==> config.mk <==
export PLATFORM = sky130hd
export DESIGN_NAME = mlp_mac_node_seq
export DESIGN_NICKNAME = d
export VERILOG_FILES = /design/src/rtl/mlp_mac_node_seq.sv
export SDC_FILE = /design/constraint.sdc
export NUM_CORES = 1
export LEC_CHECK = 0
export CORE_UTILIZATION = 35
export CTS_BUF_LIST = sky130_fd_sc_hd__clkbuf_4
export DETAILED_ROUTE_END_ITERATION = 6
export MAX_ROUTING_LAYER = met4
export PLACE_DENSITY_LB_ADDON = 0.1
export SYNTH_ARGS = -nofsm -noshare
export SYNTH_HDL_FRONTEND = slang
export SYNTH_SLANG_ARGS = --single-unit
==> constraint.sdc <==
create_clock -name clk -period 19.3 [get_ports clk]
set_input_delay 5.79 -clock clk [delete_from_list [all_inputs] [get_ports clk]]
set_output_delay 5.79 -clock clk [all_outputs]
set_load 0.03 [all_outputs]
==> src/rtl/mlp_mac_node_seq.sv <==
// Time-multiplexed two-layer MAC node: out = [ReLU](W2 * ReLU(W1 * x)) on one shared signed MAC.
// Latency: out_valid rises N_IN*N_HID + N_HID*N_OUT + 1 cycles after the input handshake.
// Backpressure: in_ready is high only in IDLE; the result is held in DONE until out_ready is seen.
module mlp_mac_node_seq #(
  parameter int IN_SIZE = 5,
  parameter int N_IN    = 4,
  parameter int N_HID   = 4,
  parameter int N_OUT   = 2,
  parameter int HID_W   = 2*IN_SIZE + $clog2(N_IN),
  parameter int OUT_W   = HID_W + IN_SIZE + $clog2(N_HID)
) (
  input  logic                           clk,
  input  logic                           rst,
  input  logic                           in_valid,
  output logic                           in_ready,
  input  logic [N_IN*IN_SIZE-1:0]        x,
  input  logic [N_IN*N_HID*IN_SIZE-1:0]  w1,
  input  logic [N_HID*N_OUT*IN_SIZE-1:0] w2,
  input  logic                           relu_out_en,
  output logic [N_OUT*OUT_W-1:0]         out,
  output logic                           out_valid,
  input  logic                           out_ready,
  output logic                           busy
);

  localparam int IW = (N_IN  > 1) ? $clog2(N_IN)  : 1;
  localparam int JW = (N_HID > 1) ? $clog2(N_HID) : 1;
  localparam int KW = (N_OUT > 1) ? $clog2(N_OUT) : 1;
  localparam logic [IW-1:0] I_LAST = IW'(N_IN - 1);
  localparam logic [JW-1:0] J_LAST = JW'(N_HID - 1);
  localparam logic [KW-1:0] K_LAST = KW'(N_OUT - 1);

  typedef enum logic [1:0] {IDLE, L1, L2, DONE} state_t;

  state_t state, state_nxt;

  logic [N_IN*IN_SIZE-1:0]        x_r;
  logic [N_IN*N_HID*IN_SIZE-1:0]  w1_r;
  logic [N_HID*N_OUT*IN_SIZE-1:0] w2_r;
  logic                           relu_r;
  logic [IW-1:0]                  i_cnt;
  logic [JW-1:0]                  j_cnt;
  logic [KW-1:0]                  k_cnt;
  logic signed [OUT_W-1:0]        acc;
  logic signed [HID_W-1:0]        hid [N_HID];
  logic [N_OUT*OUT_W-1:0]         out_r;
  logic                           out_valid_r;

  logic signed [IN_SIZE-1:0]      x_e, w1_e, w2_e;
  logic signed [HID_W-1:0]        hid_e;
  logic signed [OUT_W-1:0]        mul_a, mul_b, prod, sum;
  logic signed [HID_W-1:0]        hid_val;
  logic signed [OUT_W-1:0]        out_val;

  logic i_wrap, j_wrap, k_wrap;

  assign i_wrap    = (i_cnt == I_LAST);
  assign j_wrap    = (j_cnt == J_LAST);
  assign k_wrap    = (k_cnt == K_LAST);
  assign in_ready  = (state == IDLE);
  assign busy      = (state == L1) || (state == L2);
  assign out       = out_r;
  assign out_valid = out_valid_r;

  // State register.
  always_ff @(posedge clk) begin
    if (rst) state <= IDLE;
    else     state <= state_nxt;
  end

  // Next-state logic: each layer ends when its outer counter wraps.
  always_comb begin
    state_nxt = state;
    case (state)
      IDLE: if (in_valid)                  state_nxt = L1;
      L1:   if (i_wrap && j_wrap)          state_nxt = L2;
      L2:   if (j_wrap && k_wrap)          state_nxt = DONE;
      DONE: if (out_valid_r && out_ready)  state_nxt = IDLE;
      default:                             state_nxt = IDLE;
    endcase
  end

  // Operand select for the shared multiplier; both layers run at OUT_W so one MAC serves both.
  always_comb begin
    x_e     = x_r[i_cnt*IN_SIZE +: IN_SIZE];
    w1_e    = w1_r[(j_cnt*N_IN + i_cnt)*IN_SIZE +: IN_SIZE];
    w2_e    = w2_r[(k_cnt*N_HID + j_cnt)*IN_SIZE +: IN_SIZE];
    hid_e   = hid[j_cnt];
    mul_a   = (state == L2) ? OUT_W'(hid_e) : OUT_W'(x_e);
    mul_b   = (state == L2) ? OUT_W'(w2_e)  : OUT_W'(w1_e);
    prod    = mul_a * mul_b;
    sum     = acc + prod;
    hid_val = sum[OUT_W-1] ? '0 : sum[HID_W-1:0];
    out_val = (relu_r && sum[OUT_W-1]) ? '0 : sum;
  end

  // Datapath: capture on handshake, accumulate per layer, publish and hold the result in DONE.
  always_ff @(posedge clk) begin
    if (rst) begin
      x_r         <= '0;
      w1_r        <= '0;
      w2_r        <= '0;
      relu_r      <= 1'b0;
      i_cnt       <= '0;
      j_cnt       <= '0;
      k_cnt       <= '0;
      acc         <= '0;
      out_r       <= '0;
      out_valid_r <= 1'b0;
      for (int n = 0; n < N_HID; n++) hid[n] <= '0;
    end else begin
      case (state)
        IDLE: begin
          if (in_valid) begin
            x_r    <= x;
            w1_r   <= w1;
            w2_r   <= w2;
            relu_r <= relu_out_en;
            i_cnt  <= '0;
            j_cnt  <= '0;
            k_cnt  <= '0;
            acc    <= '0;
          end
        end
        L1: begin
          if (i_wrap) begin
            hid[j_cnt] <= hid_val;
            acc        <= '0;
            i_cnt      <= '0;
            j_cnt      <= j_wrap ? '0 : j_cnt + 1'b1;
          end else begin
            acc        <= sum;
            i_cnt      <= i_cnt + 1'b1;
          end
        end
        L2: begin
          if (j_wrap) begin
            out_r[k_cnt*OUT_W +: OUT_W] <= out_val;
            acc   <= '0;
            j_cnt <= '0;
            k_cnt <= k_wrap ? '0 : k_cnt + 1'b1;
          end else begin
            acc   <= sum;
            j_cnt <= j_cnt + 1'b1;
          end
        end
        DONE: begin
          if (!out_valid_r)   out_valid_r <= 1'b1;
          else if (out_ready) out_valid_r <= 1'b0;
        end
        default: ;
      endcase
    end
  end

endmodule
==> results of run 1 <==
sequential cells by signal (all words and copies together) (netlist names), named ones only:
name	count
out	38
relu_r	1
j_cnt	2
w2_r	40
hid	48
acc	19
i_cnt	2
k_cnt	1
w1_r	80
state	2
x_r	20
out_valid	1
metal layers:
| layer | up-vias | share of wire (%) |
|---|---|---|
| met4 | 0 | 2.5 |
| met5 | - | 0 |
| met1 | 5797 | 45 |
| met3 | 69 | 5.3 |
| met2 | 296 | 47 |
| li1 | 5923 | - |
area by class of cell:
class | instances | share of cell area [%]
Tap cell | 585 | 3.87
Timing Repair Buffer | 202 | 10.5
Inverter | 203 | 4.03
Clock buffer | 110 | 4.37
Clock inverter | 21 | 0.754
Antenna cell | 4 | 0.0529
Sequential cell | 256 | 29.6
Multi-Input combinational cell | 1126 | 46.8
worst min-delay path, delay by kind of cell, from the launching register on:
kind | cells | cell delay [ns]
simple gates | 1 | 0.05
compound gates | 1 | 0.05
flops | 1 | 0.30
cell families after synthesis:
kind of cell               share of synthesized area (%)
AOI/OAI and AO/OA                                   10.6
xor gates and xnor gates                            3.05
adders and majority gates                           20.9
buffers and inverters                               7.27
DFF                                                 36.0
muxes                                               8.29
and+or+nand+nor                                     13.9
Yosys cell counts (8+ instances only):
| cell | number | area share [%] |
|---|---|---|
| mux2i_1 | 13 | 0.84 |
| o21ai_0 | 18 | 0.58 |
| o21ai_1 | 20 | 0.64 |
| ha_1 | 98 | 7.9 |
| a21o_1 | 15 | 0.72 |
| mux4_2 | 50 | 7.2 |
| a21oi_1 | 164 | 5.3 |
| nor4_2 | 8 | 0.64 |
| a22oi_1 | 18 | 0.87 |
| xnor2_1 | 35 | 2.0 |
| dfxtp_1 | 208 | 27 |
| edfxtp_1 | 48 | 9.3 |
| xor2_1 | 14 | 0.79 |
| fa_1 | 101 | 13 |
| nor2_1 | 108 | 2.6 |
| inv_1 | 200 | 4.8 |
| nand2_1 | 374 | 9.0 |
| clkbuf_1 | 62 | 1.5 |
| buf_2 | 8 | 0.26 |
| and2_1 | 8 | 0.32 |
| a22o_1 | 13 | 0.73 |
| buf_1 | 9 | 0.22 |
metrics by stage:
stage / utilization (%) / instance area [sq um] / cells / hold WS (ns)
finish: 43.5 / 18900 / 2507 / 0.446
global route: 43.5 / 18900 / 2506 / 0.470
CTS: 43.5 / 18900 / 2503 / 0.451
detailed placement: 41.3 / 17900 / 2372 / 0.443
global placement: 41.3 / 17900 / 2372 / 0.437
floorplan: - / 15600 / 1671 / 0.433
worst min path at each step:
stage | from | to | slack [ns] | depth (start not counted)
floorplan | w1_r[10] | w1_r[10] | 0.43 | 2
global placement | out[0] | out[0] | 0.44 | 2
detailed placement | w1_r[33] | w1_r[33] | 0.44 | 2
CTS | out[4] | out[4] | 0.45 | 2
global route | w1_r[31] | w1_r[31] | 0.47 | 2
finish | out[4] | out[4] | 0.45 | 2
power by group through the flow:
stage | logic (mW) | registers [mW] | clock network (mW)
5_1_grt | 1.41 | 0.670 | 0.574
3_5_place_dp | 1.27 | 0.674 | 0
3_3_place_gp | 1.26 | 0.672 | 0
2_1_floorplan | 0.887 | 0.647 | 0
6_report | 1.25 | 0.661 | 0.529
4_1_cts | 1.27 | 0.662 | 0.546
layout by cell type (no fill, tap or decap), types with 3 or more instances in the layout:
cell type        count
nor4_1               4
nand2b_1             6
nor2_1             105
nor2b_1              4
a22oi_1             18
a21oi_1            164
a22o_1              13
mux4_2              50
nor4_2               8
nand2_1            373
xor2_1              14
buf_4               18
nor2_2               4
or3_1                4
clkdlybuf4s50_1    184
fa_1               101
mux2_2               3
a21o_1              15
inv_1              200
clkbuf_4           110
and2_1               7
diode_2              4
o21ai_1             20
edfxtp_1            48
mux2i_1             13
nor3_1               3
o21ai_0             18
clkinv_1            15
nand3_1              3
dfxtp_1            207
ha_1                98
inv_2                4
o31ai_2              3
xnor2_1             35
==> reports/results.ini, run 1 <==
[synth]
ys_ff_latch=256
syn_area_per_cell_sq_um=9.32
synth_enable_flop_cells=48
synth_cell_types=59
yosysSeqAreaShare_pct=36.0
postSynthNetCount=2015
synth_ff_type=dfxtp_1
async_flop_share_pct=0
syn_inst=1671
synth_warnings=0
netlist_area_sq_um=15600

[final_layout]
multi_input_area_sq_um=8860
layout-area-overhead-vs-synth_pct=21.5
seqCellArea_sq_um=5610
drive_gt1_share_pct=11.3
fillers=4358
final_nets=2208

[sta]
relSlewSlack_pct=15.7
tns_ns=0
tightest_slew_ns=1.26
period_share_pct=49.1
fmax_ghz=0.106
fin_crit_ns=9.47
fin_skew_ns=0.0554
rsz0062_at_grt=false
slew_viol_final=0
setup_ws_ns=9.83
finalHoldViolCount=0
setup_viol=0

[setup_path]
regToRegSetupSlack_ns=9.83
startpoint=j_cnt[0]
slowest_delay_ns=0.85
reg2reg_depth=26
slowest_stage=dfxtp_1
critPathCaptureType=register
critPathRequiredTime_ns=19.86
cp.arrival_ns=10.02
cp.depth=26
cp_common_cell=fa_1
critPathLaunchType=register
worstSetupEndpoint=hid[2][9]
crit_fanout=16
critical_path.top_delay_family=adder cells
crit_buf_inv=6
reg2reg_from=j_cnt[0]
critPathKind=register to register
timing.rr.end=hid[2][9]

[cts]
clockRootBuffer=clkbuf_4
clock_latency_ns=0.76
cts_sinks=256
clk_pin_slew_ns=0.06
htreeDepth=3
holdBufCountCts=0
clockBufferDepth=3
cts_resized=0
cts_tree=yes
cts_post_setup_buffers_inserted=0
numCtsBuffers=75

[floorplanning]
die-width_um=213
pin_count=186
dieArea_sq_um=45300
core_area_sq_um=43500
initial_utilization_pct=35.8
num_rows=76
die_h_um=213

[power_and_ir_drop]
power_mw=2.44
p_sw_mw=1.09
p_int_mw=1.35
p_clk_share_pct=21.7
irDropWorstVdd_v=0.0000743
sequentialPowerShare_pct=27.1
combinationalPowerShare_pct=51.2
swShare_pct=44.7
leakage_nw=7.99
powerDensity_nw_per_um2=129

[route]
viasPerCell=4.82
ant_nets=0
via_count=12085
drc_errors=0
drtPass1Iterations=5
routedWlPerCell_um=18.1
wl_um=45500
first_iter_violations=569

[grt]
grt_pass1_vias=12552
gr-usage-met2_pct=33.2
grt_pass1_wl_um=70800
met3_usage_pct=4.44
grt.overflow.total=0
grt_antenna_before_repair=3
grt_usage_pct=21.4
grt.busiest_layer=met2
grt_max_degree=101
met1_usage_pct=27.5

[worst_hold_path]
hold_class=register to register

[place]
io_buffers=185
hpwl_um=34500
gp_congestion=0.889
pre_cts_ws_ns=9.79

[flow_run]
max-cap-violations=0

[status]
status=completed

Power figures use the tool's default switching activity.
==> inputs of run 2 (changes only) <==
clock period = 9.33 ns   (was 19.3 ns; I/O delays follow)
==> run 2 against run 1 <==
  * Critical path depth increased by 4
  * First-iteration DRC count up 8.1%
  * Maximum frequency up 8.9%
  * Sequential power increased by 110%
  * Clock power is 110% higher
  * Routed wire length fell by 1.1%
  * Highest routed layer unchanged
  * Combinational power grew 110%
  * Via count grew 0.83%
  * Core utilization rose by 0.37 points
==> reports/results.ini, run 2 (synthesis results as in run 1) <==
[sta]
tightest_slew_ns=1.12  ; -0.135 ns
rsz0062_at_grt=false
finalHoldViolCount=0  ; unchanged
tns_ns=0  ; unchanged
slew_viol_final=0  ; unchanged
fin_skew_ns=0.0854  ; +0.0300 ns
setup_viol=0  ; unchanged
fin_crit_ns=8.69  ; -0.773 ns
relSlewSlack_pct=25.2  ; +9.5 points
period_share_pct=93.2  ; +44 points
fmax_ghz=0.115  ; +8.9%

[route]
drc_errors=0  ; unchanged
first_iter_violations=615  ; +8.1%
wl_um=45000  ; -1.1%
ant_nets=0  ; unchanged
via_count=12185  ; +0.83%
viasPerCell=4.83  ; +0.27%
drtPass1Iterations=5  ; unchanged
routedWlPerCell_um=17.9  ; -1.6%

[floorplanning]
initial_utilization_pct=35.8  ; unchanged
dieArea_sq_um=45300  ; unchanged
num_rows=76  ; unchanged
pin_count=186  ; unchanged
die-width_um=213  ; unchanged
core_area_sq_um=43500  ; unchanged
die_h_um=213  ; unchanged

[setup_path]
slowest_delay_ns=0.73  ; -0.12 ns
crit_buf_inv=9  ; +3
cp.arrival_ns=9.11  ; -0.91 ns
slowest_stage=dfxtp_1
critPathCaptureType=register
critPathLaunchType=register
critPathRequiredTime_ns=9.75  ; -10.11 ns
critPathKind=register to register
critical_path.top_delay_family=adder cells
crit_fanout=24  ; +8

[power_and_ir_drop]
powerDensity_nw_per_um2=265  ; +110%
p_int_mw=2.82  ; +110%
sequentialPowerShare_pct=27.0  ; about the same
p_clk_share_pct=21.5  ; -0.2 points
p_sw_mw=2.23  ; +100%
irDropWorstVdd_v=0.000157  ; +110%
leakage_nw=8.08  ; +1.1%
swShare_pct=44.1  ; -0.61 points
combinationalPowerShare_pct=51.5  ; +0.3 points

[cts]
cts_tree=yes
htreeDepth=3  ; unchanged
clockRootBuffer=clkbuf_4
cts_sinks=256  ; unchanged
clock_latency_ns=0.78  ; +0.02 ns
clockBufferDepth=3  ; unchanged
clk_pin_slew_ns=0.06  ; about the same
numCtsBuffers=73  ; -2.7%

[place]
io_buffers=185  ; unchanged
gp_congestion=0.855  ; -3.8%
placed_cells=2391  ; +0.80%
hpwl_um=34000  ; -1.4%

[final_layout]
top_register=w1_r
reg_top3=w1_r (80), hid (48), w2_r (40)
layout_common_cells=nand2_1, dfxtp_1, inv_1, clkdlybuf4s50_1, a21oi_1
mostFrequentLayoutCell=nand2_1
layout-area-overhead-vs-synth_pct=22.6
layout.cells.non_filler=2521  ; +0.56%
drive_gt1_share_pct=12.0  ; +0.69 points
fillers=4392  ; +0.78%
final_nets=2225  ; +0.77%
largest_register_ffs=80  ; unchanged

[flow_run]
max-cap-violations=0  ; unchanged

[grt]
grt_max_degree=111  ; +9.9%
grt_pass1_vias=12537  ; -0.12%
grt_antenna_before_repair=3  ; unchanged
grt_pass1_wl_um=70700  ; about the same
grt.overflow.total=0  ; unchanged
grt_usage_pct=21.3  ; -0.033 points

[status]
status=completed

[worst_hold_path]
hold_class=register to register

[run 2: cell count changes in the layout (fill, tap and decap cells not counted), sizes merged]
cell	delta
buf	+19
clkinv	+1
bufinv	+1
clkbuf	-4
inv	-3
[run 2: metrics by stage]
| step | cell area [sq um] | hold slack (ns) | utilization, % | total power [mW] | setup WS, ns |
|---|---|---|---|---|---|
| detailed placement | 18100 | 0.442 | 41.7 | 4.02 | 0.546 |
| global placement | 18100 | 0.436 | 41.7 | 4.00 | 0.651 |
| floorplan | 15600 | 0.433 | - | 3.17 | 0.699 |
| CTS | 19100 | 0.450 | 43.9 | 5.14 | 0.434 |
| finish | 19100 | 0.448 | 43.9 | 5.05 | 0.636 |
| global route | 19100 | 0.465 | 43.9 | 5.49 | 0.0290 |
[run 2: final cells by class]
class,instances,area [sq um],share of cell area [%]
multi-input combinational,1126,8870,46.5
sequential,256,5610,29.4
timing repair buffer,221,2140,11.2
clock buffer,106,796,4.17
inverter,203,762,3.99
tap,585,732,3.84
clock inverter,20,163,0.853
antenna,4,10.0,0.0525
[run 2: final timing paths]
check / start / end / slack [ns] / cells past startpoint
hold / removal: out[17] / out[17] / 0.45 / 2
setup / recovery: j_cnt[0] / hid[3][8] / 0.64 / 30
hold reg to reg: out[17] / out[17] / 0.45 / 2
setup reg to reg: j_cnt[0] / hid[3][8] / 0.64 / 30
[run 2: worst reg2reg max path: cells and delay by family (launching register included)]
family	cells	cell delay, ns
adders and majority gates	8	3.58
DFF	1	0.73
and+or+nand+nor	4	0.69
muxes	2	0.75
AOI/OAI and AO/OA	4	0.73
xor gates and xnor gates	3	0.93
buffers and inverters	9	0.98
[run 2: power groups by stage]
stage	logic, mW	registers [mW]	clock network [mW]
6_report	2.60	1.36	1.09
5_1_grt	2.92	1.38	1.19
4_1_cts	2.65	1.36	1.13
3_5_place_dp	2.64	1.39	0
3_3_place_gp	2.62	1.38	0
2_1_floorplan	1.84	1.34	0
[run 2: per-layer routing]
layer / track usage, % / vias to the layer above / routed length [um]
li1: - / 5942 / -
met1: 28.0 / 5886 / 20500
met2: 33.4 / 292 / 21300
met3: 4.25 / 65 / 2340
met4: 6.03 / 0 / 881
met5: - / - / 0
[run 2: what timing repair did]
item / CTS / global route
endpoints found under the setup margin: 0 / 72
buffers inserted: 0 / 0
resized for setup: 0 / 1
hold buffers: 0 / 0
==> inputs of run 3 (changes only) <==
MAX_ROUTING_LAYER = not set   (was met4)
REMOVE_ABC_BUFFERS = 1   (was not set)
clock period = 7.1 ns   (was 9.33 ns; I/O delays follow)
==> run 3 against run 2 <==
  * The flow now finishes with violations (setup timing)
  * Setup slack lost 1.5 ns
  * Clock skew shrank 0.0081 ns
  * Combinational power grew 88%
  * Core utilization grew 5.1 points
  * Critical endpoint is now hid[2][4]
==> reports/results.ini, run 3 (synthesis results as in run 1) <==
[status]
status=complete, but fails checks
violations=setup timing

[power_and_ir_drop]
powerDensity_nw_per_um2=382  ; +44%
irDropWorstVdd_v=0.000256  ; +63%
power_mw=8.14  ; +61%
leakage_nw=9.09  ; +12%

[setup_path]
slowest_stage=xnor3_2
crit_fanout=7  ; -71%
critPathRequiredTime_ns=7.60  ; -2.15 ns
critical_path.top_delay_family=adder cells
reg2reg_depth=29  ; -3.3%
timing.rr.end=hid[2][4]
crit_buf_inv=8  ; -1
critPathKind=register to register
critPathCaptureType=register
reg2reg_from=i_cnt[0]
cp.arrival_ns=8.50  ; -0.61 ns
regToRegSetupSlack_ns=-0.90  ; -1.53 ns
critPathLaunchType=register
slowest_delay_ns=0.56  ; -0.17 ns

[floorplanning]
die-width_um=213  ; unchanged
core_area_sq_um=43500  ; unchanged
initial_utilization_pct=35.8  ; unchanged
die_h_um=213  ; unchanged
dieArea_sq_um=45300  ; unchanged
pin_count=186  ; unchanged
num_rows=76  ; unchanged

[grt]
grt.overflow.total=0  ; unchanged
grt_max_degree=102  ; -8.1%
grt_pass1_vias=13558  ; +8.1%
grt_antenna_before_repair=3  ; unchanged
grt_pass1_wl_um=71900  ; +1.6%
grt_usage_pct=20.7  ; -0.58 points

[route]
wl_um=45300  ; +0.60%
ant_nets=0  ; unchanged
viasPerCell=4.74  ; -1.8%
via_count=12815  ; +5.2%
drc_errors=0  ; unchanged
routedWlPerCell_um=16.8  ; -6.1%
drtPass1Iterations=5  ; unchanged
first_iter_violations=493  ; -20%

[place]
pre_cts_ws_ns=-1.33  ; -1.88 ns
io_buffers=185  ; unchanged
placed_cells=2532  ; +5.9%
gp_congestion=0.881  ; +3.1%
hpwl_um=33600  ; -1.3%
dpl_cell_area_sq_um=19300  ; +6.4%

[cts]
htreeDepth=3  ; unchanged
cts_tree=yes
clk_pin_slew_ns=0.06  ; about the same
clockBufferDepth=3  ; unchanged
clockRootBuffer=clkbuf_4
cts_sinks=256  ; unchanged
clock_latency_ns=0.82  ; +0.04 ns
numCtsBuffers=73  ; unchanged

[sta]
fin_crit_ns=8.00  ; -0.695 ns
relSlewSlack_pct=28.9  ; +3.7 points
finalHoldViolCount=0  ; unchanged
slew_viol_final=0  ; unchanged
setup_ws_ns=-0.899  ; -1.53 ns
rsz0062_at_grt=true
tightest_slew_ns=1.07  ; -0.0559 ns
fmax_ghz=0.125  ; +8.7%
setup_viol=92  ; +92
period_share_pct=113  ; +19 points
fin_skew_ns=0.0773  ; -0.00813 ns

[final_layout]
final_area_sq_um=21300  ; +12%
layout-area-overhead-vs-synth_pct=36.9
drive_gt1_share_pct=24.1  ; +12 points
layout.cells.non_filler=2701  ; +7.1%
largest_register_ffs=80  ; unchanged
mostFrequentLayoutCell=nand2_1
layout_common_cells=nand2_1, dfxtp_1, inv_1, clkdlybuf4s50_1, buf_4
fillers=4206  ; -4.2%
top_register=w1_r
final_nets=2398  ; +7.8%
reg_top3=w1_r (80), hid (48), w2_r (40)

[worst_hold_path]
hold_class=register to register
min-delay-start=out[8]
min_path_cells=2  ; unchanged
min_to=out[8]

[flow_run]
max-cap-violations=0  ; unchanged

-- run 3: cell types whose count changed in the layout (fill, tap and decap cells not counted), moves of 9 or more --
| cell | change |
|---|---|
| buf_6 | +18 |
| buf_4 | +143 |
| nand2_2 | +10 |
| inv_1 | -14 |
| buf_12 | +9 |
| ha_4 | +10 |
| nand2_1 | -11 |
| nor2_1 | -12 |
| ha_1 | -11 |
| xnor2_1 | -9 |
| inv_2 | +14 |
-- run 3: metrics by stage --
stage	hold WS [ns]	util, %	TNS [ns]
after CTS	0.451	47.8	-77.46
after global placement	0.441	44.3	-104.67
after floorplan	0.427	-	-152.01
after global routing	0.470	49.0	-97.19
after detailed placement	0.443	44.3	-109.34
final	0.449	49.0	-74.31
-- run 3: power breakdown --
group          switching, mW  internal [mW]
sequential             0.101           1.66
combinational           2.67           2.23
clock                  0.670          0.808
-- run 3: worst max path at each step --
stage	startpoint	to	slack, ns	cells after the start
after floorplan	i_cnt[0]	hid[1][0]	-1.76	25
after global placement	i_cnt[0]	hid[0][4]	-1.25	32
after detailed placement	i_cnt[0]	hid[0][6]	-1.33	32
after CTS	i_cnt[0]	hid[1][2]	-0.97	32
after global routing	i_cnt[0]	out[19]	-1.15	33
final	i_cnt[0]	hid[2][4]	-0.90	29
-- run 3: per-layer routing --
| layer | routed length, um | global-route usage (%) |
|---|---|---|
| met1 | 20200 | 26.4 |
| met2 | 22200 | 34.9 |
| met3 | 2140 | 5.27 |
| met4 | 680 | 5.16 |
| met5 | 0 | 0 |
-- run 3: cell type report --
class,instances,area [sq um],area share [%]
Multi-Input combinational cell,1127,9540,44.8
Clock inverter,23,181,0.851
Inverter,203,762,3.58
Clock buffer,108,811,3.80
Sequential cell,256,5610,26.3
Timing Repair Buffer,393,3650,17.1
Antenna cell,6,15.0,0.0705
Tap cell,585,732,3.43
-- run 3: what timing repair did --
item	4_1_cts	5_1_grt
endpoints found under the setup margin	95	96
resized for setup	77	86
hold buffers	0	0
pin swaps	45	35
cloned	3	0
setup buffers	18	13
-- run 3: worst reg2reg max path, delay by kind of cell, from the launching register on --
| family | cells | cell delay [ns] |
|---|---|---|
| adder cells (fa/ha/maj) | 7 | 3.24 |
| XOR/XNOR | 7 | 1.56 |
| buffers and inverters | 8 | 1.03 |
| multiplexers | 2 | 1.02 |
| AND/OR/NAND/NOR | 4 | 0.40 |
| flip-flops | 1 | 0.37 |
| AO/OA/AOI/OAI | 1 | 0.08 |
